File: config.mk
export PLATFORM = sky130hd
export DESIGN_NAME = cache_fill_fsm
export DESIGN_NICKNAME = d
export VERILOG_FILES = /design/src/rtl/cache_fill_fsm.sv
export SDC_FILE = /design/constraint.sdc
export NUM_CORES = 1
export LEC_CHECK = 0
export ABC_AREA = 1
export BUFFER_PORTS_ARGS = -buffer_cell sky130_fd_sc_hd__buf_2
export CAP_MARGIN = 30
export CORE_AREA = 2 2 70 72
export DETAILED_ROUTE_END_ITERATION = 10
export DIE_AREA = 0 0 72 74
export PLACE_DENSITY_LB_ADDON = 0.25
export SLEW_MARGIN = 30
export SYNTH_ARGS = -nofsm -noshare
export SYNTH_HDL_FRONTEND = slang
export SYNTH_SLANG_ARGS = --single-unit
export TNS_END_PERCENT = 10
File: constraint.sdc
create_clock -name clk -period 2.1 [get_ports clk]
set_clock_uncertainty 0.15 [all_clocks]
set_input_delay 0.105 -clock clk [delete_from_list [all_inputs] [get_ports clk]]
set_output_delay 0.105 -clock clk [all_outputs]
set_load 0.01 [all_outputs]
File: src/rtl/cache_fill_fsm.sv
// Cache line refill controller.
// On a miss, issues eight pipelined word reads to memory and writes each
// returned word into the data array. The tag/valid entry is written together
// with the eighth word, and a one-cycle fill_done pulse follows.
//
// state | meaning
// ------+------------------------------------------------------------
// IDLE  | waiting for miss_detected; latches block base and victim way
// FILL  | issuing reads (issue_cnt < 8) and accepting returns
// DONE  | one-cycle completion pulse, then back to IDLE
module cache_fill_fsm (
    input  logic        clk,
    input  logic        rst_n,
    input  logic        miss_detected,
    input  logic [15:0] miss_address,
    input  logic        victim_way,
    input  logic        memory_data_valid,
    input  logic [15:0] memory_data,
    output logic        mem_req,
    output logic [15:0] memory_address,
    output logic        write_data_array,
    output logic [2:0]  data_array_offset,
    output logic        data_array_way,
    output logic [5:0]  data_array_index,
    output logic [15:0] data_out,
    output logic        write_tag_array,
    output logic        fsm_busy,
    output logic        fill_done
);

    typedef enum logic [1:0] {
        IDLE = 2'd0,
        FILL = 2'd1,
        DONE = 2'd2
    } state_t;

    state_t      state, state_nxt;
    logic [11:0] base, base_nxt;       // miss_address[15:4]: tag + index
    logic        way, way_nxt;
    logic [3:0]  issue_cnt, issue_nxt;
    logic [3:0]  rcv_cnt, rcv_nxt;

    // Byte offset within the block is irrelevant: fills are always whole blocks.
    logic        unused_addr_bits;
    assign unused_addr_bits = &{1'b0, miss_address[3:0]};

    // State and datapath registers with synchronous active-low reset.
    always_ff @(posedge clk) begin
        if (!rst_n) begin
            state     <= IDLE;
            base      <= '0;
            way       <= 1'b0;
            issue_cnt <= '0;
            rcv_cnt   <= '0;
        end else begin
            state     <= state_nxt;
            base      <= base_nxt;
            way       <= way_nxt;
            issue_cnt <= issue_nxt;
            rcv_cnt   <= rcv_nxt;
        end
    end

    // Next-state logic and the combinational request/write strobes.
    always_comb begin
        state_nxt         = state;
        base_nxt          = base;
        way_nxt           = way;
        issue_nxt         = issue_cnt;
        rcv_nxt           = rcv_cnt;
        mem_req           = 1'b0;
        memory_address    = '0;
        write_data_array  = 1'b0;
        write_tag_array   = 1'b0;
        data_array_offset = '0;

        case (state)
            IDLE: begin
                if (miss_detected) begin
                    base_nxt  = miss_address[15:4];
                    way_nxt   = victim_way;
                    issue_nxt = '0;
                    rcv_nxt   = '0;
                    state_nxt = FILL;
                end
            end

            FILL: begin
                data_array_offset = rcv_cnt[2:0];

                if (issue_cnt < 4'd8) begin
                    mem_req        = 1'b1;
                    memory_address = {base, issue_cnt[2:0], 1'b0};
                    issue_nxt      = issue_cnt + 4'd1;
                end

                // A return is only meaningful if a request is outstanding;
                // comparing against the pre-increment issue_cnt keeps a
                // same-cycle request from matching its own (impossible) data.
                if (memory_data_valid && (rcv_cnt < issue_cnt)) begin
                    write_data_array = 1'b1;
                    rcv_nxt          = rcv_cnt + 4'd1;
                    if (rcv_cnt == 4'd7) begin
                        write_tag_array = 1'b1;
                        state_nxt       = DONE;
                    end
                end
            end

            DONE: begin
                state_nxt = IDLE;
            end

            default: begin
                state_nxt = IDLE;
            end
        endcase
    end

    // Registered status and array addressing.
    assign fsm_busy         = (state == FILL);
    assign fill_done        = (state == DONE);
    assign data_array_way   = way;
    assign data_array_index = base[5:0];
    assign data_out         = memory_data;

endmodule

==> results of run 1 <==
-- placed cells by master (no fill, tap or decap) --
cell	synthesis	routed
nand2_1	28	28
buf_4	23	2
a21oi_1	8	7
dlygate4sd3_1	0	13
inv_1	16	16
nor3b_2	1	1
nand3_1	4	4
nor3b_4	1	1
nand4_1	1	1
nor2_4	1	1
nor2_2	1	1
ha_1	5	5
o21ai_1	1	1
nor2_1	51	51
a21boi_1	1	1
dfxtp_1	23	23
nor3_1	2	2
nand3_4	1	1
buf_2	1	46
conb_1	1	1
nand2_2	1	1
o21ai_0	18	18
clkbuf_8	0	3
a21oi_2	0	1
inv_2	3	3
nand2_4	1	1
clkinv_2	0	1
-- worst min-delay path by stage --
stage / start / to / slack [ps]
floorplan: miss_address[4] / base[0] / 90
finish: memory_data[0] / data_out[0] / 60
global route: memory_data[14] / data_out[14] / 60
detailed placement: memory_data[3] / data_out[3] / 60
global placement: memory_data[3] / data_out[3] / 60
CTS: memory_data[3] / data_out[3] / 60
-- metal layers --
layer	part of all wire, %	up-vias	track usage [%]
li1	-	665	-
met1	47	555	15.84
met2	45	44	22.12
met3	6.9	5	2.981
met4	1.3	0	4.193
met5	0	-	0
-- cell type report --
class	count	area, sq um	share of cell area [%]
multi-input cells	127	629.4	38.14
flip-flops and latches	23	460.4	27.90
repair buffers	61	375.4	22.74
inverters	19	71.32	4.321
well taps	54	67.56	4.094
clock buffers	3	41.29	2.502
clock inverters	1	5.005	0.3033
-- synthesized netlist by cell type --
cell      number
o21ai_1        1
nor3_1         2
ha_1           5
nand2_2        1
a21oi_1        8
nand2_4        1
a21boi_1       1
inv_1         16
nand4_1        1
nor2_1        51
buf_1          1
conb_1         1
inv_2          3
buf_6          1
nand3_1        4
nor3b_2        1
clkbuf_1       3
nand2_1       28
nand3_4        1
buf_2          1
buf_4         23
dfxtp_1       23
clkbuf_2       1
nor2_4         1
nor2_2         1
o21ai_0       18
nor3b_4        1
-- sequential cells by signal, summed over array words and instances, names as in the netlist --
signal,cells
base,12
data_array_way,1
issue_cnt,4
rcv_cnt,4
state,2
-- power by group --
group	switching [mW]	internal, mW
clock	0.151	0.133
combinational	0.134	0.0975
sequential	0.0248	0.469
-- what timing repair did --
| item | 4_1_cts | 5_1_grt |
|---|---|---|
| hold endpoints to repair | 13 | 0 |
| hold buffers | 13 | 0 |
| setup endpoints to repair | 0 | 1 |
| gates resized for setup | 0 | 1 |
-- cells by family (layout without fill, tap and decap cells) --
family          count (synthesis)  after routing  share of synthesized area, %
simple gates                   93             93                         30.50
buf+inv                        49             84                         20.51
compound gates                 28             28                         10.44
flops                          23             23                         33.70
fa+ha+maj                       5              5                         4.579
other cells                     1              1                        0.2745
-- metrics by stage --
| stage | std cells | instance area, sq um |
|---|---|---|
| 2_1_floorplan | 199 | 1366 |
| 3_3_place_gp | 271 | 1470 |
| 3_5_place_dp | 271 | 1470 |
| 4_1_cts | 288 | 1647 |
| 5_1_grt | 288 | 1650 |
| 6_report | 288 | 1650 |
==> results.json, run 1 <==
{
  "core-area_sq_um": 4598,
  "endpoint_kind": "output pin",
  "routed_wl_um": 3199,
  "finalNetCount": 277,
  "hold_violations": 0,
  "critPathLaunchType": "register",
  "ctsLongestPathBuffers": 2,
  "ys_top_cells_by_area": "dfxtp_1, nor2_1, buf_4, nand2_1, o21ai_0",
  "post_cts_buffers": 0,
  "maxCapViolCount": 0,
  "critPathKind": "reg2out",
  "hp-class": "in2out",
  "leakage_nw": 0.8249,
  "grt_usage_pct": 12.80,
  "total_power_mw": 1.009,
  "utilization_pct": 35.89,
  "first_global_vias": 1190,
  "reg2reg_depth": 8,
  "worst_slack_ps": 184.3,
  "critPathMaxFanout": 8,
  "synth.distinct_cells": 27,
  "die-area_sq_um": 5328,
  "numCtsBuffers": 3,
  "vdd_drop_max_uv": 240.2,
  "rsz0062_at_grt": "false",
  "crit_family": "flip-flops",
  "num_vias": 1269,
  "first_iter_violations": 52,
  "dp_hpwl_um": 2184,
  "hold_depth": 0,
  "cp_slowest_cell": "dfxtp_1",
  "max_stage_delay_ps": 380,
  "syn_area_sq_um": 1366,
  "placement.setup.worst_slack_ps": 364.1,
  "setup_tns_ps": 0,
  "whs_ps": 60.00,
  "clk_pin_slew_ps": 90,
  "area_delta_synth_final_pct": 20.79,
  "root_buffer": "clkbuf_8",
  "drc": 0,
  "cp_num_buf_inv": 2,
  "start_util_pct": 29.71,
  "layout-drive-gt1-share_pct": 26.92,
  "ff2ff_setup_slack_ps": 440,
  "regToRegStartpoint": "issue_cnt[3]",
  "setup_viol": 0,
  "fmax_mhz": 522.0,
  "via_per_inst": 4.406,
  "place.gp.congestion": 0.7262,
  "grt_max_degree": 22,
  "fin_crit_ps": 1916,
  "antenna_found_initial": 0,
  "die_w_um": 72,
  "io_pins": 84,
  "synthCells": 199,
  "worstPathArrival_ps": 1660,
  "startpoint": "issue_cnt[3]",
  "h-tree-depth": 1,
  "worstPathRequired_ps": 1850,
  "syn_area_per_cell_sq_um": 6.866,
  "cts_tree": "built",
  "powerDensity_nw_per_um2": 611.5,
  "ant_nets": 0,
  "ys_warn_count": 0,
  "ys_seq_area_share_pct": 33.70,
  "insertion_delay_ps": 270,
  "synth_seq_cells": 23,
  "grt_overflow": 0,
  "reg2reg_to": "rcv_cnt[3]",
  "die_h_um": 74,
  "syn-num-nets": 241,
  "post_drt_wl_per_cell_um": 11.11,
  "nFillCells": 504,
  "clkSinkCount": 23,
  "grt_pass1_wl_um": 5416,
  "num_rows": 25,
  "slew_violations": 0,
  "drt_pass1_iterations": 5,
  "synth_top_cell_area_share_pct": 33.70,
  "port_buffers": 46,
  "fin_crit_sh_pct": 91.23,
  "crit_path_cell_trace": "inv_1 -> ha_1 -> a21oi_2 -> nand3_4 -> nor2_1 -> buf_2",
  "crit_cells": 6,
  "num_antenna_cells": 0,
  "outcome": "finished clean",
  "crit_end": "write_tag_array",
  "synth_area_leader_cell": "dfxtp_1"
}
No activity file was read; power rests on OpenSTA's default activity.
==> run 2: changes to the inputs <==
BUFFER_PORTS_ARGS = -buffer_cell sky130_fd_sc_hd__buf_4   (was -buffer_cell sky130_fd_sc_hd__buf_2)
MAX_ROUTING_LAYER = met4   (was unset)
==> results.json, run 2 (synthesis gave the netlist of run 1 again) <==
{
  "outcome": "finished clean",
  "grtUsageMet1_pct": 16.97,
  "critPathLaunchType": "register",
  "largest_reg_flops": 12,
  "setup_tns_ps": 0,
  "ctsLongestPathBuffers": 2,
  "nFillCells": 505,
  "core-area_sq_um": 4598,
  "powerDensity_nw_per_um2": 588.8,
  "antenna_found_initial": 0,
  "num_antenna_cells": 0,
  "dp_hpwl_um": 2238,
  "met3_usage_pct": 2.439,
  "fin_crit_sh_pct": 93.80,
  "post_drt_wl_per_cell_um": 11.43,
  "grt_overflow": 0,
  "leakage_nw": 0.8364,
  "rsz0062_at_grt": "false",
  "h-tree-depth": 1,
  "grt_pass1_wl_um": 5382,
  "utilization_pct": 38.37,
  "via_per_inst": 4.455,
  "numCtsBuffers": 3,
  "worstPathArrival_ps": 1710,
  "layout-drive-gt1-share_pct": 26.50,
  "vdd_drop_max_uv": 241.8,
  "start_util_pct": 29.71,
  "die_w_um": 72,
  "grt.met2_usage_pct": 20.68,
  "endpoint_kind": "output pin",
  "top_regs": "base x12, issue_cnt x4, rcv_cnt x4",
  "grt_max_degree": 22,
  "num_rows": 25,
  "drt_pass1_iterations": 4,
  "layout_commonest_cell": "nor2_1",
  "slew_violations": 0,
  "insertion_delay_ps": 270,
  "first_iter_violations": 58,
  "cts_tree": "built",
  "top_register": "base",
  "num_vias": 1283,
  "hp-class": "in2reg",
  "finalNetCount": 277,
  "worstPathRequired_ps": 1850,
  "hold_violations": 0,
  "maxCapViolCount": 0,
  "clk_pin_slew_ps": 90,
  "fmax_mhz": 507.7,
  "place.gp.congestion": 0.7529,
  "first_global_vias": 1195,
  "drc": 0,
  "critPathMaxFanout": 8,
  "clkSinkCount": 23,
  "io_pins": 84,
  "area_delta_synth_final_pct": 29.12,
  "critPathKind": "reg2out",
  "cts_resized": 0,
  "grt_usage_pct": 13.16,
  "final_cell_mix": "nor2_1, buf_4, nand2_1",
  "fin_crit_ps": 1970,
  "ant_nets": 0,
  "die-area_sq_um": 5328,
  "port_buffers": 46,
  "setup_viol": 0,
  "grt.busiest_layer": "met2",
  "root_buffer": "clkbuf_8",
  "routed_wl_um": 3293,
  "die_h_um": 74
}
[run 2: changes by cell type in the layout (fill, tap and decap cells not counted)]
cell        before  now
buf_2           46    0
buf_4            2   48
a21oi_1          7    8
a21oi_2          1    0
clkinv_2         1    0
clkinvlp_4       0    1
[run 2: final cells by class]
type / count / area [sq um] / share of cell area, %
inverter: 19 / 71.32 / 4.043
clock buffer: 3 / 41.29 / 2.340
sequential: 23 / 460.4 / 26.10
multi-input combinational: 127 / 625.6 / 35.46
tap: 54 / 67.56 / 3.830
timing repair buffer: 61 / 490.5 / 27.80
clock inverter: 1 / 7.507 / 0.4255
[run 2: worst max-delay path, stage by stage, from the launching register on]
cell	delay, ps
dfxtp_1	380
inv_1	70
ha_1	300
a21oi_1	280
nand3_4	160
nor2_1	120
buf_4	120
[run 2: power by group]
group          internal, mW  switching (mW)
Sequential            0.469          0.0264
Clock                 0.135           0.154
Combinational         0.119           0.135
Total                 0.723           0.316
[run 2: final timing paths]
check | depth (start not counted) | from | endpoint | slack, ps
max | 6 | issue_cnt[3] | write_tag_array | 130
min | 3 | rst_n | rcv_cnt[1] | 20
max reg2reg | 8 | issue_cnt[3] | rcv_cnt[3] | 380
min reg2reg | 2 | base[1] | base[1] | 330
[run 2: through the flow]
step,total power [mW],std cells,setup WS (ps),hold WS [ps],area [sq um]
after CTS,1.055,288,109.8,16.22,1764
after global routing,1.109,288,19.14,33.32,1764
after floorplan,0.6935,199,252.7,89.90,1366
after detailed placement,0.7429,271,392.6,60.07,1585
after global placement,0.7408,271,393.8,60.07,1585
final,1.039,288,130.2,18.66,1764
[run 2: metal layers]
metal	up-vias	part of all wire [%]
li1	663	-
met1	580	48
met2	35	45
met3	5	6.0
met4	0	1.5
met5	-	0
[run 2: timing repair]
action,4_1_cts,5_1_grt
hold endpoints to repair,13,0
setup endpoints to repair,0,0
hold buffers,13,0
buffers inserted,0,0
